==> src/rtl/sha256_compress.sv <==
// sha256_compress: iterative SHA-256 compression function, one round per
// accepted schedule word. The schedule words W[t] come from an external
// generator via a valid/ready handshake; t_idx tells it which word is next.
// Optional build macro SHA256_COMPRESS_IV_EN adds a use_iv input that loads
// the standard SHA-256 initial value instead of h_in.
module sha256_compress #(
    parameter int unsigned ROUNDS = 64
) (
    input  logic         clk,
    input  logic         rst,
    input  logic         start,
    input  logic [255:0] h_in,
`ifdef SHA256_COMPRESS_IV_EN
    input  logic         use_iv,
`endif
    input  logic         w_valid,
    input  logic [31:0]  w_data,
    output logic         w_ready,
    output logic [5:0]   t_idx,
    output logic         busy,
    output logic [255:0] digest,
    output logic         digest_valid
);

    typedef enum logic [1:0] {
        IDLE  = 2'd0,
        ROUND = 2'd1,
        FINAL = 2'd2,
        DONE  = 2'd3
    } state_t;

    localparam logic [5:0] T_LAST = 6'(ROUNDS - 1);

    localparam logic [31:0] K [0:63] = '{
        32'h428a2f98, 32'h71374491, 32'hb5c0fbcf, 32'he9b5dba5,
        32'h3956c25b, 32'h59f111f1, 32'h923f82a4, 32'hab1c5ed5,
        32'hd807aa98, 32'h12835b01, 32'h243185be, 32'h550c7dc3,
        32'h72be5d74, 32'h80deb1fe, 32'h9bdc06a7, 32'hc19bf174,
        32'he49b69c1, 32'hefbe4786, 32'h0fc19dc6, 32'h240ca1cc,
        32'h2de92c6f, 32'h4a7484aa, 32'h5cb0a9dc, 32'h76f988da,
        32'h983e5152, 32'ha831c66d, 32'hb00327c8, 32'hbf597fc7,
        32'hc6e00bf3, 32'hd5a79147, 32'h06ca6351, 32'h14292967,
        32'h27b70a85, 32'h2e1b2138, 32'h4d2c6dfc, 32'h53380d13,
        32'h650a7354, 32'h766a0abb, 32'h81c2c92e, 32'h92722c85,
        32'ha2bfe8a1, 32'ha81a664b, 32'hc24b8b70, 32'hc76c51a3,
        32'hd192e819, 32'hd6990624, 32'hf40e3585, 32'h106aa070,
        32'h19a4c116, 32'h1e376c08, 32'h2748774c, 32'h34b0bcb5,
        32'h391c0cb3, 32'h4ed8aa4a, 32'h5b9cca4f, 32'h682e6ff3,
        32'h748f82ee, 32'h78a5636f, 32'h84c87814, 32'h8cc70208,
        32'h90befffa, 32'ha4506ceb, 32'hbef9a3f7, 32'hc67178f2
    };

`ifdef SHA256_COMPRESS_IV_EN
    localparam logic [255:0] SHA256_IV = {
        32'h6a09e667, 32'hbb67ae85, 32'h3c6ef372, 32'ha54ff53a,
        32'h510e527f, 32'h9b05688c, 32'h1f83d9ab, 32'h5be0cd19
    };
`endif

    function automatic logic [31:0] rotr(input logic [31:0] x, input int unsigned n);
        return (x >> n) | (x << (32 - n));
    endfunction

    state_t       state;
    logic [5:0]   t;
    logic [31:0]  a, b, c, d, e, f, g, h;
    logic [255:0] h_save;
    logic [255:0] h_load;
    logic [31:0]  big_s0, big_s1, ch, maj, t1, t2;

    assign t_idx = t;

    // Chaining value captured at start: h_in, or the standard IV when selected.
    always_comb begin
`ifdef SHA256_COMPRESS_IV_EN
        h_load = use_iv ? SHA256_IV : h_in;
`else
        h_load = h_in;
`endif
    end

    // One SHA-256 round worth of combinational arithmetic on the working set.
    always_comb begin
        big_s1 = rotr(e, 6) ^ rotr(e, 11) ^ rotr(e, 25);
        ch     = (e & f) ^ (~e & g);
        t1     = h + big_s1 + ch + K[t] + w_data;
        big_s0 = rotr(a, 2) ^ rotr(a, 13) ^ rotr(a, 22);
        maj    = (a & b) ^ (a & c) ^ (b & c);
        t2     = big_s0 + maj;
    end

    // Control FSM with registered handshake/status outputs and datapath state.
    always_ff @(posedge clk or posedge rst) begin
        if (rst) begin
            state        <= IDLE;
            t            <= '0;
            a            <= '0;
            b            <= '0;
            c            <= '0;
            d            <= '0;
            e            <= '0;
            f            <= '0;
            g            <= '0;
            h            <= '0;
            h_save       <= '0;
            digest       <= '0;
            digest_valid <= 1'b0;
            w_ready      <= 1'b0;
            busy         <= 1'b0;
        end else begin
            case (state)
                IDLE: begin
                    if (start) begin
                        a       <= h_load[255:224];
                        b       <= h_load[223:192];
                        c       <= h_load[191:160];
                        d       <= h_load[159:128];
                        e       <= h_load[127:96];
                        f       <= h_load[95:64];
                        g       <= h_load[63:32];
                        h       <= h_load[31:0];
                        h_save  <= h_load;
                        t       <= '0;
                        w_ready <= 1'b1;
                        busy    <= 1'b1;
                        state   <= ROUND;
                    end
                end
                ROUND: begin
                    if (w_valid && w_ready) begin
                        h <= g;
                        g <= f;
                        f <= e;
                        e <= d + t1;
                        d <= c;
                        c <= b;
                        b <= a;
                        a <= t1 + t2;
                        t <= t + 6'd1;
                        if (t == T_LAST) begin
                            w_ready <= 1'b0;
                            state   <= FINAL;
                        end
                    end
                end
                FINAL: begin
                    digest <= {h_save[255:224] + a, h_save[223:192] + b,
                               h_save[191:160] + c, h_save[159:128] + d,
                               h_save[127:96]  + e, h_save[95:64]   + f,
                               h_save[63:32]   + g, h_save[31:0]    + h};
                    digest_valid <= 1'b1;
                    state        <= DONE;
                end
                DONE: begin
                    digest_valid <= 1'b0;
                    busy         <= 1'b0;
                    state        <= IDLE;
                end
                default: state <= IDLE;
            endcase
        end
    end

endmodule

==> config.mk <==
export PLATFORM = sky130hd
export DESIGN_NAME = sha256_compress
export DESIGN_NICKNAME = d
export VERILOG_FILES = /design/src/rtl/sha256_compress.sv
export SDC_FILE = /design/constraint.sdc
export NUM_CORES = 2
export LEC_CHECK = 0
export CORE_AREA = 10 10 378 380
export CTS_BUF_LIST = sky130_fd_sc_hd__clkbuf_8
export CTS_CLUSTER_SIZE = 30
export DETAILED_ROUTE_END_ITERATION = 10
export DIE_AREA = 0 0 388 390
export DONT_BUFFER_PORTS = 1
export GPL_TIMING_DRIVEN = 1
export PLACE_DENSITY_LB_ADDON = 0.1
export SLEW_MARGIN = 20
export SYNTH_ARGS = -nofsm -noshare
export SYNTH_HDL_FRONTEND = slang
export SYNTH_SLANG_ARGS = --single-unit
==> constraint.sdc <==
create_clock -name clk -period 68.2 [get_ports clk]
set_input_delay 17.05 -clock clk [delete_from_list [all_inputs] [get_ports clk]]
set_output_delay 17.05 -clock clk [all_outputs]
set_load 0.03 [all_outputs]
# Word-level counts from Yosys, hierarchy flattened

Memory sizes are Yosys's and may differ from the RTL's.
Index checks and enable logic that the tools add are counted.

Input bits: 292
Output and inout bits: 265
Bits in read-only memories: 2048
Bits in registers: 779
Logic and storage cells: 109
Memories: 1

Bitwise operators: 20
Magnitude comparators: 1
$add $sub $neg: 16
Reductions and logical operators: 10
Multiplexer cells: 39
Equality and inequality tests: 7

Memory list:

| memory           | words | bits a word | read ports | clocked after Yosys merged registers in | wr ports | line | text |
|---|---|---|---|---|---|---|---|
| (name not given) | 64    | 32          | 1          | 0                                       | 0        | 86   | `t1 = h + big_s1 + ch + K[t] + w_data;` |

Operators by type and width:

| cell                  | count |
|---|---|
| $mux W32              | 18 |
| $pmux W32 S2          | 8 |
| $add A32 B32 Y32      | 15 |
| $xor A32 B32 Y32      | 7 |
| $and A32 B32 Y32      | 5 |
| $not A32 Y32          | 1 |
| $or A10 B32 Y32       | 1 |
| $or A19 B32 Y32       | 1 |
| $or A21 B32 Y32       | 1 |
| $or A26 B32 Y32       | 1 |
| $or A30 B32 Y32       | 1 |
| $or A7 B32 Y32        | 1 |
| $mux W6               | 2 |
| $pmux W6 S2           | 1 |
| $pmux W2 S4           | 1 |
| $ge A7 B7 Y1 const B  | 1 |
| $not A6 Y7            | 1 |
| $add A6 B1 Y6 const B | 1 |
| $eq A6 B6 Y1 const B  | 1 |
| $mux W2               | 3 |
| $ne A2 B2 Y1 const B  | 3 |
| $pmux W1 S2           | 3 |
| $reduce_and A3 Y1     | 2 |
| $reduce_bool A2 Y1    | 3 |
| other kinds (7)       | 11 |

# Logic depth before layout (Yosys ltp)

Depth in word-level cells: 10
Gate-level depth with buffers: 36
Mapped depth without buffers: 34

# Worst setup path before layout

Ideal clock, no wire load.

Path type: input port to flip-flop
Start point: input port w_data[2]
End point: register a[31]
Path buffers: 0
Arrival: 22.896 ns
Stages: 30
Slack: 45.186 ns
Setup time: 0.118 ns
Data required time: 68.082 ns
Path through: inv_1 -> fa_1 -> inv_1 -> fa_1 -> inv_1 -> fa_1 -> inv_1 -> ha_1 -> a21o_1 -> a21oi_1 -> o21ai_1 -> o21ai_0 -> nand2b_1 -> a21oi_1 -> o31ai_1 -> a21o_1 -> xor2_1 -> inv_1 -> fa_1 -> inv_1 -> ha_1 -> and3_1 -> nand4_1 -> a211oi_1 -> o211ai_1 -> a211o_1 -> o211ai_1 -> xor2_1 -> a21oi_1 -> a21o_1

Cells in the longest elaborated chain, start to end: 4

Ends and longest elaborated chain:

| element              | line | text |
|---|---|---|
| start, declared      | 17   | `input logic [31:0] w_data,` |
| $add A32 B32 Y32     | 86   |  |
| $add A32 B32 Y32     | 138  | `a <= t1 + t2;` |
| $mux W32             | 130  | `if (w_valid && w_ready) begin` |
| $pmux W32 S2         | 111  | `case (state)` |
| end signal, assigned | 114  | `a <= h_load[255:224];` |
| end signal, assigned | 138  |  |
| end, declared        | 66   | `logic [31:0] a, b, c, d, e, f, g, h;` |

No other way between the ends. The select of a mux whose other input is x is not followed.
A chain may end at the register's enable or synchronous reset.

# Worst setup path after layout

Ends and elaborated chain as after synthesis.

==> summary.txt <==
status: finished, final reports clean
Clock Tree Buf Depth: 3
sequential-to-total area share from yosys stat: 35.4%
ys flop type: dfrtp_1
drt drc: 0
Filler cells: 13000
Netlist cell types: 89
slowest stage cell, crit path: fa_1
fmax: 43.2 MHz
synthesized instance count: 5614
Mapped Area: 55100 um2
most frequent cells in the layout: dfrtp_1 (775), mux2_2 (471), nand2_1 (427)
Worst-path clk slew: 0.05 ns
Worst Setup Start Kind: input port
Yosys top cell by area: dfrtp_1
die height: 390 um
CP max stage delay: 0.55 ns
largest net degree at the start of global routing: 238
crit path max fanout: 5
worst-case hold path end point: h_save[86]
Root Driver: clkbuf_8
Max-slew headroom: 25.2%
FF+latch count, synth: 779
critical setup path kind: input port to register
Fin Clk Skew: 0.0733 ns
synth-to-layout area growth: 8.85%
hold_buf cts: 0
initial antenna violation count: 20
die width: 388 um
num ports: 557
Setup Viol. Count Final: 0
post-CTS setup buffers: 0
worst hold path class: register to register
HPWL after DPL: 165000 um
first-pass GRT wire length: 307000 um
gr ovfl total: 0
Most common cell on crit path: inv_1
synth warn: 0
Critical Path Sink Type: register
Reg2Reg Depth: 31
GR Util All Layers: 27.4%
synth top area cells: dfrtp_1 (35%), mux2_2 (9.6%), ha_1 (8.4%), fa_1 (4.8%), xnor2_1 (4.6%)
via/cell ratio: 5.77
flop2flop setup slack: 58.70 ns
Tcrit/Tclk final: 34.0%
Initial Util: 40.8%
Post-CTS Resized: 0
Port Buffer Count: 0
final hold vios: 0
RSZ-0062 raised after global routing: false
final setup TNS: 0 ns
worst endpoint data arrival time: 23.93 ns
nets@finish: 6331
Finished Layout Cells: 7449
FP Rows: 135
DR vias: 43000
number of global-route vias before repair: 42800
reg2reg start: t_idx[1]
Total Die Area: 151000 um2
hold depth: 1
ANT nets after route: 0
number of flops mapped to enable cells by yosys: 0
Worst R2R End: a[31]
commonest non-fill, non-tap cell in the layout: dfrtp_1
post-synth top area share: 35.4%
H-tree lvl count: 4
Post-synth ARST share: 100%
clock latency on the worst-skew pair: 0.93 ns
GP Congestion: 0.922
min Tclk post-route: 23.15 ns
Max Cap Violations: 0
Post-Route WL: 213000 um
measured slew at the worst slew-check pin: 1.12 ns
initial drt markers: 3344
TritonCTS Buffers: 149
Synth Net Count: 6411
Num Clock Sinks: 779
share of layout cells above drive strength 1: 14.6%
drt first pass iters: 6
Core Footprint: 135000 um2
WL per Instance: 28.6 um
max-slew violation count: 0
CTS tree: done
syn_area_per_cell: 9.81 um2
Required @ worst endpoint: 68.97 ns
HP Start: h_save[86]
# placed instances: 7164
==> metrics by stage <==
step | utilization [%] | hold slack [ns] | setup WS (ns) | area [um2]
2_1_floorplan | - | 0.478 | 29.28 | 55100
3_3_place_gp | 42.1 | 0.491 | 44.23 | 56800
3_5_place_dp | 42.1 | 0.499 | 44.24 | 56800
4_1_cts | 44.4 | 0.511 | 45.18 | 59900
5_1_grt | 44.4 | 0.515 | 44.59 | 59900
6_report | 44.4 | 0.506 | 45.05 | 60000
==> critical path, delay by kind of cell <==
family	cells	cell delay, ns
buffers and inverters	6	0.35
and+or+nand+nor	3	0.46
AOI/OAI and AO/OA	13	2.97
adders and majority gates	6	2.69
xor gates and xnor gates	2	0.41
==> metal layers <==
layer	part of all wire (%)	global-route usage (%)
met5	0.052	0
met4	3.8	10.4
met3	8.3	7.40
met2	46	44.3
met1	42	34.7
==> layout make-up <==
class / instances / area [um2] / share of cell area [%]
tap: 1781 / 2230 / 3.72
inverter: 374 / 1410 / 2.36
clock inverter: 72 / 479 / 0.799
clock buffer: 193 / 2660 / 4.43
timing repair buffer: 53 / 439 / 0.732
sequential: 779 / 19500 / 32.5
antenna: 20 / 50.0 / 0.0835
multi-input combinational: 4177 / 33200 / 55.4
==> synthesized netlist by cell type (43+ instances only) <==
library cell  number
mux2_2           471
o21ai_1           71
nand3_1           59
dfrtp_1          779
xor2_1           143
nor2_1           198
a211oi_1          43
xnor2_1          287
o21bai_1          52
nor2b_1           45
a31oi_1           48
inv_1            370
o21ai_0          376
a21o_1           218
nor3_1            78
mux2i_1          216
fa_1             133
nand2_1          428
o21a_1            56
clkbuf_1         244
ha_1             372
a21oi_1          389
==> how the worst max path moves through the flow <==
stage | start | end | slack (ns)
2_1_floorplan | rst | a[0] | 29.28
3_3_place_gp | w_data[2] | a[31] | 44.23
3_5_place_dp | w_data[2] | a[31] | 44.24
4_1_cts | w_data[2] | a[31] | 45.18
5_1_grt | w_data[2] | a[31] | 44.59
6_report | w_data[2] | a[31] | 45.05
==> state kept, by name, summed over array words and instances (netlist names), 2 cells and up <==
register  count
g            32
h            32
state         2
a            32
f            32
t_idx         6
e            32
digest      256
d            32
c            32
h_save      256
b            32
==> logic make-up (layout without fill, tap and decap cells) <==
group	after synthesis	after routing	share of synthesized area [%]
compound gates	1493	1493	17.0
xor+xnor	430	430	6.84
fa+ha+maj	528	528	13.7
buf+inv	658	692	4.48
flops	779	779	35.4
mux	695	695	13.9
other cells	0	20	0
simple gates	1031	1031	8.75
Power is left out: the tool's default activity adds up to more than one toggle a clock period on the data nets, which glitch-free logic cannot reach.
